$ cat src/rtl/bin_act_packer.sv
// Packs binary neuron results into activation bytes and queues them in a 16-entry FWFT FIFO.
// Define BIN_PACK_MSB_FIRST_EN to place the first result of each byte in bit 7 instead of bit 0.
module bin_act_packer (
    input  logic        sys_clk,
    input  logic        sys_rst,
    input  logic [7:0]  neuron_out,
    input  logic        neuron_valid,
    input  logic [15:0] vec_length,
    input  logic        ovf_clear,
    output logic [7:0]  act_out,
    output logic        act_last,
    output logic        act_valid,
    input  logic        act_ready,
    output logic        pack_ready,
    output logic        ovf
);

    typedef enum logic {FILL, FLUSH} state_t;

    state_t      state;
    logic [2:0]  bit_cnt;
    logic [15:0] vec_cnt;
    logic [15:0] len_q;
    logic [7:0]  acc;

    logic [8:0]  mem [0:15];
    logic [3:0]  wr_ptr;
    logic [3:0]  rd_ptr;
    logic [4:0]  count;

    logic [15:0] len_cur;
    logic [15:0] len_eff;
    logic        vec_done;
    logic        byte_done;
    logic [2:0]  pos;
    logic [7:0]  acc_next;
    logic        push;
    logic        pop;
    logic        full;
    logic        wr_en;
    logic        drop;
    logic        unused_bits;

    assign unused_bits = ^neuron_out[7:1];

    // The length is latched on the first result, so use the live input for that one.
    always_comb begin
        len_cur = (vec_cnt == 16'd0) ? vec_length : len_q;
        len_eff = (len_cur == 16'd0) ? 16'd1 : len_cur;
    end

    assign vec_done  = (vec_cnt == len_eff - 16'd1);
    assign byte_done = (bit_cnt == 3'd7) || vec_done;

`ifdef BIN_PACK_MSB_FIRST_EN
    assign pos = 3'd7 - bit_cnt;
`else
    assign pos = bit_cnt;
`endif

    assign acc_next = acc | (neuron_out[0] ? (8'h01 << pos) : 8'h00);

    assign act_valid  = (count != 5'd0);
    assign pop        = act_valid && act_ready;
    assign full       = (count == 5'd16);
    assign push       = neuron_valid && byte_done;
    assign wr_en      = push && (!full || pop);
    assign drop       = push && full && !pop;
    assign pack_ready = (count <= 5'd14);
    assign act_out    = act_valid ? mem[rd_ptr][7:0] : 8'h00;
    assign act_last   = act_valid ? mem[rd_ptr][8] : 1'b0;

    always_ff @(posedge sys_clk or posedge sys_rst) begin
        if (sys_rst) begin
            state   <= FILL;
            bit_cnt <= 3'd0;
            vec_cnt <= 16'd0;
            len_q   <= 16'd0;
            acc     <= 8'h00;
        end else begin
            if (neuron_valid && vec_cnt == 16'd0)
                len_q <= vec_length;
            if (push) begin
                state   <= FLUSH;
                bit_cnt <= 3'd0;
                vec_cnt <= vec_done ? 16'd0 : vec_cnt + 16'd1;
                acc     <= 8'h00;
            end else if (neuron_valid) begin
                state   <= FILL;
                bit_cnt <= bit_cnt + 3'd1;
                vec_cnt <= vec_cnt + 16'd1;
                acc     <= acc_next;
            end else begin
                state   <= FILL;
            end
        end
    end

    always_ff @(posedge sys_clk) begin
        if (wr_en)
            mem[wr_ptr] <= {vec_done, acc_next};
    end

    always_ff @(posedge sys_clk or posedge sys_rst) begin
        if (sys_rst) begin
            wr_ptr <= 4'd0;
            rd_ptr <= 4'd0;
            count  <= 5'd0;
            ovf    <= 1'b0;
        end else begin
            if (wr_en)
                wr_ptr <= wr_ptr + 4'd1;
            if (pop)
                rd_ptr <= rd_ptr + 4'd1;
            if (wr_en && !pop)
                count <= count + 5'd1;
            else if (!wr_en && pop)
                count <= count - 5'd1;
            if (drop)
                ovf <= 1'b1;
            else if (ovf_clear)
                ovf <= 1'b0;
        end
    end

    // A flush cycle always starts a fresh byte.
    a_flush_fresh: assert property (@(posedge sys_clk) disable iff (sys_rst)
        state == FLUSH |-> (bit_cnt == 3'd0 && acc == 8'h00));

endmodule
$ cat config.mk
export PLATFORM = sky130hd
export DESIGN_NAME = bin_act_packer
export DESIGN_NICKNAME = d
export VERILOG_FILES = /design/src/rtl/bin_act_packer.sv
export SDC_FILE = /design/constraint.sdc
export NUM_CORES = 1
export LEC_CHECK = 0
export BUFFER_PORTS_ARGS = -buffer_cell sky130_fd_sc_hd__buf_2
export CAP_MARGIN = 5
export CORE_UTILIZATION = 50
export DETAILED_ROUTE_END_ITERATION = 12
export HOLD_SLACK_MARGIN = 0.06
export PLACE_DENSITY_LB_ADDON = 0.1
export SYNTH_ARGS = -nofsm -noshare
export SYNTH_HDL_FRONTEND = slang
export SYNTH_SLANG_ARGS = --single-unit
$ cat constraint.sdc
create_clock -name sys_clk -period 8.35 [get_ports sys_clk]
set_input_delay 0 -clock sys_clk [delete_from_list [all_inputs] [get_ports sys_clk]]
set_output_delay 0 -clock sys_clk [all_outputs]
set_load 0.1 [all_outputs]
After elaboration in Yosys (flattened, before gate mapping)
Memories as Yosys holds them, arrays and structs flattened.
Index checks and enable logic that the tools add are counted.

cells by class
  shifts and indexed selects = 1
  add/sub/neg operators = 7
  magnitude comparators = 1
  equal/unequal tests = 3
  multiplexer cells = 18
  bitwise operators = 1
  reductions and logical operators = 19

operator list
  cell                                                                              number
  16-bit two-way mux                                                                5
  16-bit zero test                                                                  2
  8-bit two-way mux                                                                 4
  16-bit by 1-bit adder with 16-bit output, second input constant                   1
  16-bit equality test                                                              1
  16-bit by 1-bit subtractor with 16-bit output, second input constant              1
  5-bit two-way mux                                                                 2
  4-bit by 1-bit adder with 4-bit output, second input constant                     2
  1-bit logical AND                                                                 8
  8-bit bitwise OR                                                                  1
  1-bit by 3-bit << shifter with 8-bit output, first input constant                 1
  3-bit two-way mux                                                                 2
  2-bit nonzero test                                                                3
  5-bit by 1-bit adder with 5-bit output, second input constant                     1
  5-bit equality test, second input constant                                        1
  5-bit by 4-bit less-or-equal comparator with 1-bit output, second input constant  1
  1-bit two-way mux                                                                 5
  5-bit nonzero test                                                                1
  5-bit by 1-bit subtractor with 5-bit output, second input constant                1
  3-bit by 1-bit adder with 3-bit output, second input constant                     1
  3-bit equality test, second input constant                                        1
  1-bit zero test                                                                   3
  1-bit logical OR                                                                  2

word-level totals
  register bits = 57
  bits in writable memories = 144
  output and inout port bits = 12
  logic and storage cells = 59
  memories kept = 1
  input bits = 29

memory list
  name  words  width  read ports  clocked after memory_dff  write ports  RTL line  RTL
  mem   16     9      1           0                         1            26        logic [8:0] mem [0:15];

Longest topological paths before layout
Gate-level depths: netlist of the first run.

  depth after elaboration = 13
  depth in mapped cells = 29
  gate-level depth less buffers = 25

Least setup slack after synthesis of the first run
No wires, ideal clock.

  kind = register to register
  start = register vec_cnt[10]
  end = register count[4]
  buffers on the path = 6
  period minus slack after synthesis = 5.854 ns
  data arrival time = 5.729 ns
  data required time = 8.225 ns
  setup time = 0.125 ns
  cell stages (with the launch flop) = 29
  path slack = 2.496 ns
  cells stage by stage = dfrtp_1 > clkbuf_1 > nor4_1 > and4_1 > buf_2 > buf_4 > buf_4 > mux2i_1 > ha_1 > or4b_4 > or2_1 > or3_1 > and2_0 > o31ai_2 > or3b_1 > nor4_2 > and2_1 > buf_6 > o21ai_4 > buf_6 > inv_1 > ha_1 > inv_1 > ha_1 > a21o_1 > a21oi_1 > xnor2_1 > nor2_1 > xor2_1

on the way
  longest elaborated chain between the ends = 12
  elaborated cells on any way between the ends = 14
  those cells by class = 1 x add/sub; 1 x eq/ne; 3 x mux; 9 x reduce/logical

RTL lines
  element                                        RTL line  RTL
  from (decl)                                    22        logic [15:0] vec_cnt;
  from (signal assigned)                         86        vec_cnt <= vec_done ? 16'd0 : vec_cnt + 16'd1;
  from (signal assigned)                         91        vec_cnt <= vec_cnt + 16'd1;
  16-bit zero test                               48        len_cur = (vec_cnt == 16'd0) ? vec_length : len_q;
  16-bit two-way mux                             48
  16-bit zero test                               49        len_eff = (len_cur == 16'd0) ? 16'd1 : len_cur;
  16-bit two-way mux                             49
  16-bit by 1-bit subtractor with 16-bit output  52        assign vec_done = (vec_cnt == len_eff - 16'd1);
  16-bit equality test (*)                       52
  1-bit logical OR (*)                           53        assign byte_done = (bit_cnt == 3'd7) || vec_done;
  1-bit logical AND (*)                          66        assign push = neuron_valid && byte_done;
  1-bit logical AND (*)                          67        assign wr_en = push && (!full || pop);
  via wr_en                                      40        logic wr_en;
  1-bit zero test                                117       else if (!wr_en && pop)
  1-bit logical AND                              117
  2-bit nonzero test (no line)                   n/a
  to (signal assigned)                           116       count <= count + 5'd1;
  to (signal assigned)                           118       count <= count - 5'd1;
  to (decl)                                      29        logic [4:0] count;

The timed path passes the listed nets; every way through them passes the cells marked *.
A chain may end at the register's enable or synchronous reset.

Final worst setup path of the first run
  start = register vec_cnt[3]
  end = register count[4]

Same word-level chain as after synthesis.

==> impl_metrics.tcl, run 1 <==
set metrics [dict create \
    layout.cells.non_filler 1028 \
    worstPathArrival_ns 7.34 \
    first_pass_iters 4 \
    netlist_area_um2 9690 \
    drt_iter0_drc 566 \
    cp_num_cells 23 \
    io-pin-count 41 \
    status "finished clean" \
    grt_max_degree 58 \
    seqCellArea_um2 5750 \
    synth-async-reset-ratio 0.284 \
    cts_made_buffers 21 \
    antenna_cells 0 \
    crit_fanout 15 \
    via_per_inst 5.86 \
    synth.avg_cell_area_um2 14.1 \
    gr-total-overflow 0 \
    drive_above_1_share 0.220 \
    ff2ff_path_depth 23 \
    fin_util 0.589 \
    routabilityCongestion 0.866 \
    cts_setup_buffers 0 \
    cts_tree "built" \
    final_antenna_net_count 0 \
    num_rows 50 \
    synth_flop_cell "edfxtp_1" \
    fp.dieH_um 141 \
    path_common_cell "ha_1" \
    crit_type "reg2reg" \
    synth_cell_types 65 \
    p_int_uw 2190 \
    clock_sinks 201 \
    final_cell_area_um2 11100 \
    grt_first_pass_wirelength_um 33700 \
    die_area_um2 19900 \
    hpwl_um 14200 \
    fin_crit_ns 6.98 \
    grt_pass1_vias 5914 \
    switching_power_uw 1310 \
    worst_pin_slew_ns 1.20 \
    fin_skew_ns 0.0225 \
    multi_input_area_um2 3700 \
    max_freq_mhz 143 \
    yosysSeqAreaShare 0.594 \
    ir_worst_vdd_v 0.000265 \
    antenna_found_initial 0 \
    yosysWarnings 0 \
    h-tree-depth 1 \
    worstHoldPathType "in2async" \
    route.detailed.drc 0 \
    path_delay_family "simple AND/OR/NAND/NOR gates" \
    wl_per_cell_um 20.7 \
    grt_usage 0.222 \
    p_clk_frac 0.263 \
    synth_edf_count 144 \
    final_max_slew_viol_count 0 \
    path_clk_slew_ns 0.07 \
    path_cells "nor4_1, nand4_1, nor2_1, mux2_2, ha_1, or4b_4, or2_1, or3_1, and2_0, o31ai_2, or3b_1, nor4_2, and2_1, o21ai_4, inv_1, ha_1, inv_1, ha_1, a21o_1, a21oi_1, xnor2_1, nor2_1, xor2_1" \
    critPathBufInv 2 \
    cp_slowest_stage_delay_ns 0.57 \
    rsz0062_at_grt "false" \
    place_inst 968 \
    vias 6028 \
    critPathSlowestCell "nor4_1" \
    clock_latency_ns 0.50 \
    dpl_cell_area_um2 10200 \
    syn_inst 689 \
    synth_nets 738 \
    p_leak_uw 0.00403 \
    synth-seq-cells 201 \
    max-cap-violations 0 \
    fin_crit_sh 0.836 \
    tns_ns 0 \
    holdBufCountCts 23 \
    p_total_uw 3500 \
    crit_path_end_kind "flip-flop" \
    max_slew_margin 0.196 \
    r2r_start "vec_cnt[3]$_DFFE_PP0P_" \
    wirelength_um 21300 \
    start_util 0.514 \
    cts_resized 0 \
    p_per_area_nw_per_um2 315 \
    die_w_um 141 \
    cp_data_required_time_ns 8.72 \
    reg2reg_slack_ns 1.37 \
    setup_viol 0 \
    syn2layout_area_growth_pct 14.5 \
    seqPwrFrac 0.384 \
    finalHoldViolations 0 \
    swShare 0.374 \
    io_buffers 33 \
    p_comb_frac 0.353 \
    core-area_um2 18800 \
    r2r_end "count[4]$_DFFE_PP0P_" \
    startpoint_type "flip-flop" \
    cts_buffer_depth 3 \
    nets 803 \
    nFillCells 1482 \
    cts-root-buf "clkbuf_16" \
]
[metrics by stage]
step / hold slack, ns / setup WS, ns
4_1_cts: 0.289 / 1.42
5_1_grt: 0.323 / 1.03
6_report: 0.247 / 1.37
2_1_floorplan: 0.151 / 2.50
3_3_place_gp: 0.254 / 1.68
3_5_place_dp: 0.264 / 1.49
[cells in the mapped netlist, drive strengths merged (18+ instances only)]
cell type,instances,area [µm²]
a21oi,18,90.1
clkbuf,21,78.8
dfrtp,57,1430
edfxtp,144,4320
ha,19,238
inv,26,97.6
mux2,20,225
mux4,45,1010
nand2,28,105
nor2,46,173
nor3,28,140
xnor2,31,272
[worst min-delay path, delay by kind of cell]
kind,cells,cell delay [ns]
buffers and inverters,4,1.26
[state kept, by name, summed over array words and instances (netlist names)]
register / cells
ovf: 1
rd_ptr: 4
bit_cnt: 3
mem: 144
vec_cnt: 16
count: 5
acc: 8
wr_ptr: 4
len_q: 16
[power by group through the flow]
stage                     clock (µW)  combinational [µW]  sequential, µW
after global routing             970                1330            1360
final                            918                1230            1340
after CTS                        932                1250            1340
after detailed placement           0                1230            1360
after floorplan                    0                1020            1300
after global placement             0                1200            1360
[kinds of logic (layout without fill, tap and decap cells)]
group	count (synthesis)	in the layout	share of synthesized area
fa+ha+maj	20	20	0.0266
xor+xnor	43	43	0.0389
flops	201	201	0.594
simple gates	211	211	0.119
buf+inv	60	139	0.0267
mux	78	78	0.141
compound gates	76	76	0.0537
[cell usage in the layout (no fill, tap or decap), drive strengths merged, types with 12 or more instances in the layout]
cell,synthesis,layout
nor4,15,15
clkbuf,21,24
inv,26,27
nor3,28,28
mux2i,13,13
nand3,15,15
o21ai,14,14
mux4,45,45
dfrtp,57,57
buf,13,53
a21oi,18,18
nand2,28,28
dlygate4sd3,0,23
xor2,12,12
edfxtp,144,144
xnor2,31,31
ha,19,19
nor2,46,46
mux2,20,20
and2,15,15
[per-layer routing]
metal | wire length, µm | track usage
met4 | 310 | 0.0406
met3 | 834 | 0.0292
met1 | 10500 | 0.349
met5 | 0 | 0
met2 | 9660 | 0.333
[final cells by class]
type	count	share of cell area
Clock buffer	24	0.0493
Clock inverter	13	0.0109
Tap cell	260	0.0293
Sequential cell	201	0.519
Timing Repair Buffer	76	0.0492
Inverter	26	0.00880
Multi-Input combinational cell	428	0.334
[how the worst max path moves through the flow]
stage	start	endpoint	slack (ns)
after detailed placement	vec_cnt[3]$_DFFE_PP0P_	count[4]$_DFFE_PP0P_	1.49
after global routing	vec_cnt[3]$_DFFE_PP0P_	count[4]$_DFFE_PP0P_	1.03
final	vec_cnt[3]$_DFFE_PP0P_	count[4]$_DFFE_PP0P_	1.37
after CTS	vec_cnt[3]$_DFFE_PP0P_	count[4]$_DFFE_PP0P_	1.42
after global placement	vec_cnt[3]$_DFFE_PP0P_	count[4]$_DFFE_PP0P_	1.68
after floorplan	vec_cnt[10]$_DFFE_PP0P_	count[4]$_DFFE_PP0P_	2.50
No activity file was read; power rests on OpenSTA's default activity.
==> inputs of run 2 (changes only) <==
- ABC_AREA: default -> 1
- clock period: 8.35 -> 5.6 ns (I/O delays scaled with it)
==> run 2 against run 1 <==
  * Global-route usage up 1.1 points
  * Combinational power grew 76%
  * Sequential power is 49% higher
  * Highest routed layer unchanged
==> impl_metrics.tcl, run 2 <==
set metrics [dict create \
    largest_reg_flops 144 \
    drive_above_1_share 0.132 \
    layout_common_cells "183 x nand2_1, 144 x edfxtp_1, 135 x nor2_1" \
    p_leak_uw 0.00475 \
    path_clk_slew_ns 0.06 \
    synth.avg_cell_area_um2 9.50 \
    synth_cell_types 44 \
    fp.dieH_um 146 \
    final_max_slew_viol_count 0 \
    cts-root-buf "clkbuf_16" \
    yosys.area.top_type_share 0.420 \
    ir_worst_vdd_v 0.000287 \
    synthTopCellsByCount "183 x nand2_1, 144 x edfxtp_1, 135 x nor2_1, 108 x inv_1, 108 x o21ai_0" \
    top_register "mem" \
    num_rows 52 \
    cp_data_required_time_ns 5.97 \
    p_per_area_nw_per_um2 482 \
    synth_edf_count 144 \
    cts_tree "built" \
    status "finished clean" \
    final_common_cell "nand2_1" \
    cp_slowest_stage_delay_ns 0.39 \
    nFillCells 1816 \
    crit_path_end_kind "flip-flop" \
    reg.largest.list "mem (144), len_q (16), vec_cnt (16)" \
    final_antenna_net_count 0 \
    routabilityCongestion 0.929 \
    die_area_um2 21200 \
    antenna_found_initial 0 \
    worst_pin_slew_ns 1.01 \
    grt_pass1_vias 7436 \
    yosysSeqAreaShare 0.558 \
    startpoint_type "flip-flop" \
    rsz0062_at_grt "false" \
    grt_max_degree 74 \
    worstPathArrival_ns 5.47 \
    clock_latency_ns 0.50 \
    crit_fanout 24 \
    worstHoldPathType "in2async" \
    drt_iter0_drc 478 \
    synth_nets 1133 \
    route.detailed.drc 0 \
    wl_per_cell_um 16.8 \
    cts_setup_buffers 0 \
    clock_sinks 201 \
    first_pass_iters 4 \
    synth-async-reset-ratio 0.284 \
    fin_crit_sh 0.910 \
    synth.most_common_cell "nand2_1" \
    die_w_um 146 \
    grt_usage 0.233 \
    fin_skew_ns 0.0137 \
    core-area_um2 20200 \
    netlist_area_um2 10300 \
    max_freq_mhz 196 \
    synth.largest_area_cell "edfxtp_1" \
    max-cap-violations 0 \
    path_common_cell "nand2_1" \
    h-tree-depth 1 \
    via_per_inst 5.35 \
    seqCellArea_um2 5750 \
    multi_input_area_um2 3860 \
    wirelength_um 23800 \
    syn2layout_area_growth_pct 12.9 \
    cts_made_buffers 23 \
    gr-total-overflow 0 \
    yosysWarnings 0 \
    finalHoldViolations 0 \
    yosys-top-cells-area "edfxtp_1 42%, dfrtp_1 14%, nand2_1 6.7%, o21ai_0 5.2%, nor2_1 4.9%" \
    io_buffers 33 \
    io-pin-count 41 \
    vias 7585 \
    setup_viol 0 \
    tns_ns 0 \
    critPathSlowestCell "dfrtp_1" \
    max_slew_margin 0.325 \
    crit_type "reg2reg" \
    antenna_cells 0 \
    synth-seq-cells 201 \
    cts_buffer_depth 3 \
    syn_inst 1084 \
    fin_crit_ns 5.10 \
    hpwl_um 15500 \
    start_util 0.509 \
    grt_first_pass_wirelength_um 39100 \
    nets 1180 \
    synth_flop_cell "edfxtp_1" \
    whs_ns 0.279 \
]
run 2: cell count changes after synthesis, moves of 45 or more:
| cell | previous run | this run |
|---|---|---|
| nor2_1 | 46 | 135 |
| o21ai_0 | 13 | 108 |
| inv_1 | 26 | 108 |
| mux4_2 | 45 | 0 |
| nand2_1 | 28 | 183 |
| nand3_1 | 15 | 83 |
run 2: critical path, delay by kind of cell (launching register included):
| kind | cells | cell delay, ns |
|---|---|---|
| adder cells (fa/ha/maj) | 4 | 0.98 |
| buffers and inverters | 5 | 0.59 |
| AND/OR/NAND/NOR | 24 | 2.42 |
| XOR/XNOR | 1 | 0.13 |
| AO/OA/AOI/OAI | 3 | 0.47 |
| flip-flops | 1 | 0.39 |
run 2: power breakdown:
group | internal [µW] | total (µW) | switching, µW | leakage, µW
clock network | 851 | 1440 | 593 | 0.000358
logic | 523 | 2160 | 1640 | 0.00237
registers | 1860 | 2000 | 144 | 0.00202
total | 3230 | 5610 | 2380 | 0.00475
run 2: final timing paths:
check | cells after the start | slack, ns | endpoint | from
max reg2reg | 37 | 0.50 | count[4]$_DFFE_PP0P_ | vec_cnt[0]$_DFFE_PP0P_
min reg2reg | 1 | 0.49 | acc[0]$_DFFE_PP0P_ | acc[0]$_DFFE_PP0P_
max in group asynchronous | 4 | 4.78 | rd_ptr[0]$_DFFE_PP0P_ | sys_rst
min | 4 | 0.28 | count[3]$_DFFE_PP0P_ | sys_rst
max | 37 | 0.50 | count[4]$_DFFE_PP0P_ | vec_cnt[0]$_DFFE_PP0P_
min in group sys_clk | 3 | 0.30 | len_q[5]$_DFFE_PP0P_ | vec_length[5]
run 2: cells by family (layout without fill, tap and decap cells):
kind of cell             count (synthesis)  in the layout  synth area share
AO/OA/AOI/OAI                          174            174            0.0975
XOR/XNOR                                26             26            0.0221
adder cells (fa/ha/maj)                 20             20            0.0250
multiplexers                             2              2           0.00206
buffers and inverters                  161            225            0.0679
AND/OR/NAND/NOR                        500            500             0.227
flip-flops                             201            201             0.558
run 2: area by class of cell:
cell class,count,area share
multi-input combinational,722,0.332
tap,270,0.0291
timing repair buffer,71,0.0448
sequential,201,0.495
inverter,112,0.0362
clock buffer,26,0.0505
clock inverter,16,0.0124
run 2: what timing repair did:
item,4_1_cts,5_1_grt
hold buffers,23,0
hold endpoints to repair,94,0
resized for setup,0,6
setup endpoints to repair,0,2
run 2: stage by stage:
stage | utilization | setup slack (ns) | area (µm²) | std cells | power (µW)
after global placement | 0.526 | 0.510 | 10600 | 1353 | 4160
after global routing | 0.575 | 0.00598 | 11600 | 1418 | 5920
after CTS | 0.573 | 0.393 | 11600 | 1418 | 5650
final | 0.575 | 0.504 | 11600 | 1418 | 5610
after detailed placement | 0.526 | 0.432 | 10600 | 1353 | 4190
after floorplan | - | 0.976 | 10300 | 1084 | 3660
run 2: per-layer routing:
layer / wire (µm) / up-vias / track usage
met1: 10300 / 3660 / 0.295
met2: 12400 / 116 / 0.431
met5: 0 / - / 0
li1: - / 3783 / -
met4: 300 / 0 / 0.0468
met3: 784 / 26 / 0.0245
==> inputs of run 3 (changes only) <==
- CELL_PAD_IN_SITES_DETAIL_PLACEMENT: default -> 1
- CELL_PAD_IN_SITES_GLOBAL_PLACEMENT: default -> 1
- CORE_UTILIZATION: 50 -> 44
==> run 3 against run 2 <==
  * Combinational power grew 5%
  * Final area grew 1.1%
  * Global-route usage shrank 0.23 points
  * Largest cell class unchanged
  * Largest power group unchanged
==> impl_metrics.tcl, run 3 (synthesis gave the netlist of run 2 again) <==
set metrics [dict create \
    status "finished clean" \
    max_freq_mhz 195 \
    final_common_cell "nand2_1" \
    syn2layout_area_growth_pct 14.1 \
    worst_slack_ns 0.468 \
    cts_tree "built" \
    path_common_cell "nand2_1" \
    antenna_found_initial 0 \
    crit_fanout 15 \
    ir_worst_vdd_v 0.000599 \
    routabilityCongestion 0.865 \
    wl_per_cell_um 18.4 \
    clock_latency_ns 0.50 \
    io_buffers 33 \
    crit_path_end_kind "flip-flop" \
    grt_max_degree 74 \
    fin_skew_ns 0.00753 \
    nets 1183 \
    seqPwrFrac 0.342 \
    h-tree-depth 1 \
    num_rows 55 \
    wirelength_um 26900 \
    first_pass_iters 5 \
    final_max_slew_viol_count 0 \
    fp.dieH_um 155 \
    worst_pin_slew_ns 1.04 \
    pre_cts_slack_ns 0.245 \
    cts_made_buffers 23 \
    finalHoldViolations 0 \
    p_leak_uw 0.00478 \
    start_util 0.452 \
    hpwl_um 17900 \
    core-area_um2 22800 \
    startpoint_type "flip-flop" \
    clock_sinks 201 \
    swShare 0.422 \
    worstPathArrival_ns 5.51 \
    reg.largest.list "mem (144), len_q (16), vec_cnt (16)" \
    p_int_uw 3330 \
    die_area_um2 24000 \
    largest_reg_flops 144 \
    path_clk_slew_ns 0.06 \
    crit_type "reg2reg" \
    vias 7689 \
    drive_above_1_share 0.131 \
    via_per_inst 5.26 \
    die_w_um 155 \
    cts-root-buf "clkbuf_16" \
    cts_buffer_depth 3 \
    p_comb_frac 0.393 \
    route.detailed.drc 0 \
    grt_first_pass_wirelength_um 43000 \
    max_slew_margin 0.303 \
    max-cap-violations 0 \
    critPathSlowestCell "dfrtp_1" \
    tns_ns 0 \
    worstHoldPathType "in2reg" \
    final_antenna_net_count 0 \
    switching_power_uw 2430 \
    setup_viol 0 \
    fin_crit_ns 5.13 \
    grt_usage 0.231 \
    cp_slowest_stage_delay_ns 0.41 \
    fin_crit_sh 0.916 \
    io-pin-count 41 \
    p_per_area_nw_per_um2 490 \
    top_register "mem" \
    p_clk_frac 0.264 \
    grt_pass1_vias 7888 \
    cp_data_required_time_ns 5.98 \
    gr-total-overflow 0 \
    drt_iter0_drc 476 \
    antenna_cells 0 \
    layout_common_cells "183 x nand2_1, 144 x edfxtp_1, 135 x nor2_1" \
]
-- run 3: layout make-up --
cell class | count | area [µm²]
clock inverters | 8 | 116
well taps | 313 | 392
clock buffers | 33 | 643
multi-input cells | 722 | 3870
inverters | 112 | 420
repair buffers | 74 | 564
fillers | 2591 | 11000
flip-flops and latches | 201 | 5750
-- run 3: metal layers --
metal / wire [µm] / global-route usage
met3: 624 / 0.0226
met5: 0 / 0
met4: 408 / 0.0476
met2: 14100 / 0.434
met1: 11700 / 0.286
-- run 3: what timing repair did --
action	CTS	global route
hold endpoints to repair	92	0
buffers inserted	0	2
setup endpoints to repair	0	2
gates resized for setup	0	9
hold buffers	23	0
-- run 3: worst max-delay path: cells and delay by family, from the launching register on --
kind            cells  cell delay, ns
xor+xnor            1            0.13
simple gates       24            2.46
fa+ha+maj           4            1.01
flops               1            0.41
buf+inv             5            0.56
compound gates      3            0.40
-- run 3: power groups by stage --
stage / Clock, µW / Sequential [µW] / Combinational (µW)
after floorplan: 0 / 1960 / 1710
after global placement: 0 / 2000 / 2220
final: 1520 / 1970 / 2270
after global routing: 1600 / 1990 / 2480
after detailed placement: 0 / 2000 / 2260
after CTS: 1550 / 1970 / 2290
-- run 3: worst paths after layout --
| path | depth (start not counted) | from | endpoint | slack, ns |
|---|---|---|---|---|
| worst max register to register | 37 | vec_cnt[1]$_DFFE_PP0P_ | count[4]$_DFFE_PP0P_ | 0.47 |
| min in group asynchronous | 4 | sys_rst | len_q[4]$_DFFE_PP0P_ | 0.32 |
| worst min register to register | 2 | len_q[13]$_DFFE_PP0P_ | len_q[13]$_DFFE_PP0P_ | 0.49 |
| max in group asynchronous | 4 | sys_rst | rd_ptr[0]$_DFFE_PP0P_ | 4.72 |
| worst min-delay path | 3 | vec_length[5] | len_q[5]$_DFFE_PP0P_ | 0.29 |
| worst max-delay path | 37 | vec_cnt[1]$_DFFE_PP0P_ | count[4]$_DFFE_PP0P_ | 0.47 |
-- run 3: per-stage QoR --
stage | hold slack (ns) | cell area (µm²) | std cells | power (µW) | utilization
after global routing | 0.298 | 11800 | 1463 | 6060 | 0.516
after detailed placement | 0.214 | 10700 | 1396 | 4270 | 0.469
after floorplan | 0.109 | 10300 | 1084 | 3660 | -
final | 0.293 | 11800 | 1463 | 5760 | 0.516
after global placement | 0.204 | 10700 | 1396 | 4220 | 0.469
after CTS | 0.256 | 11700 | 1460 | 5810 | 0.513
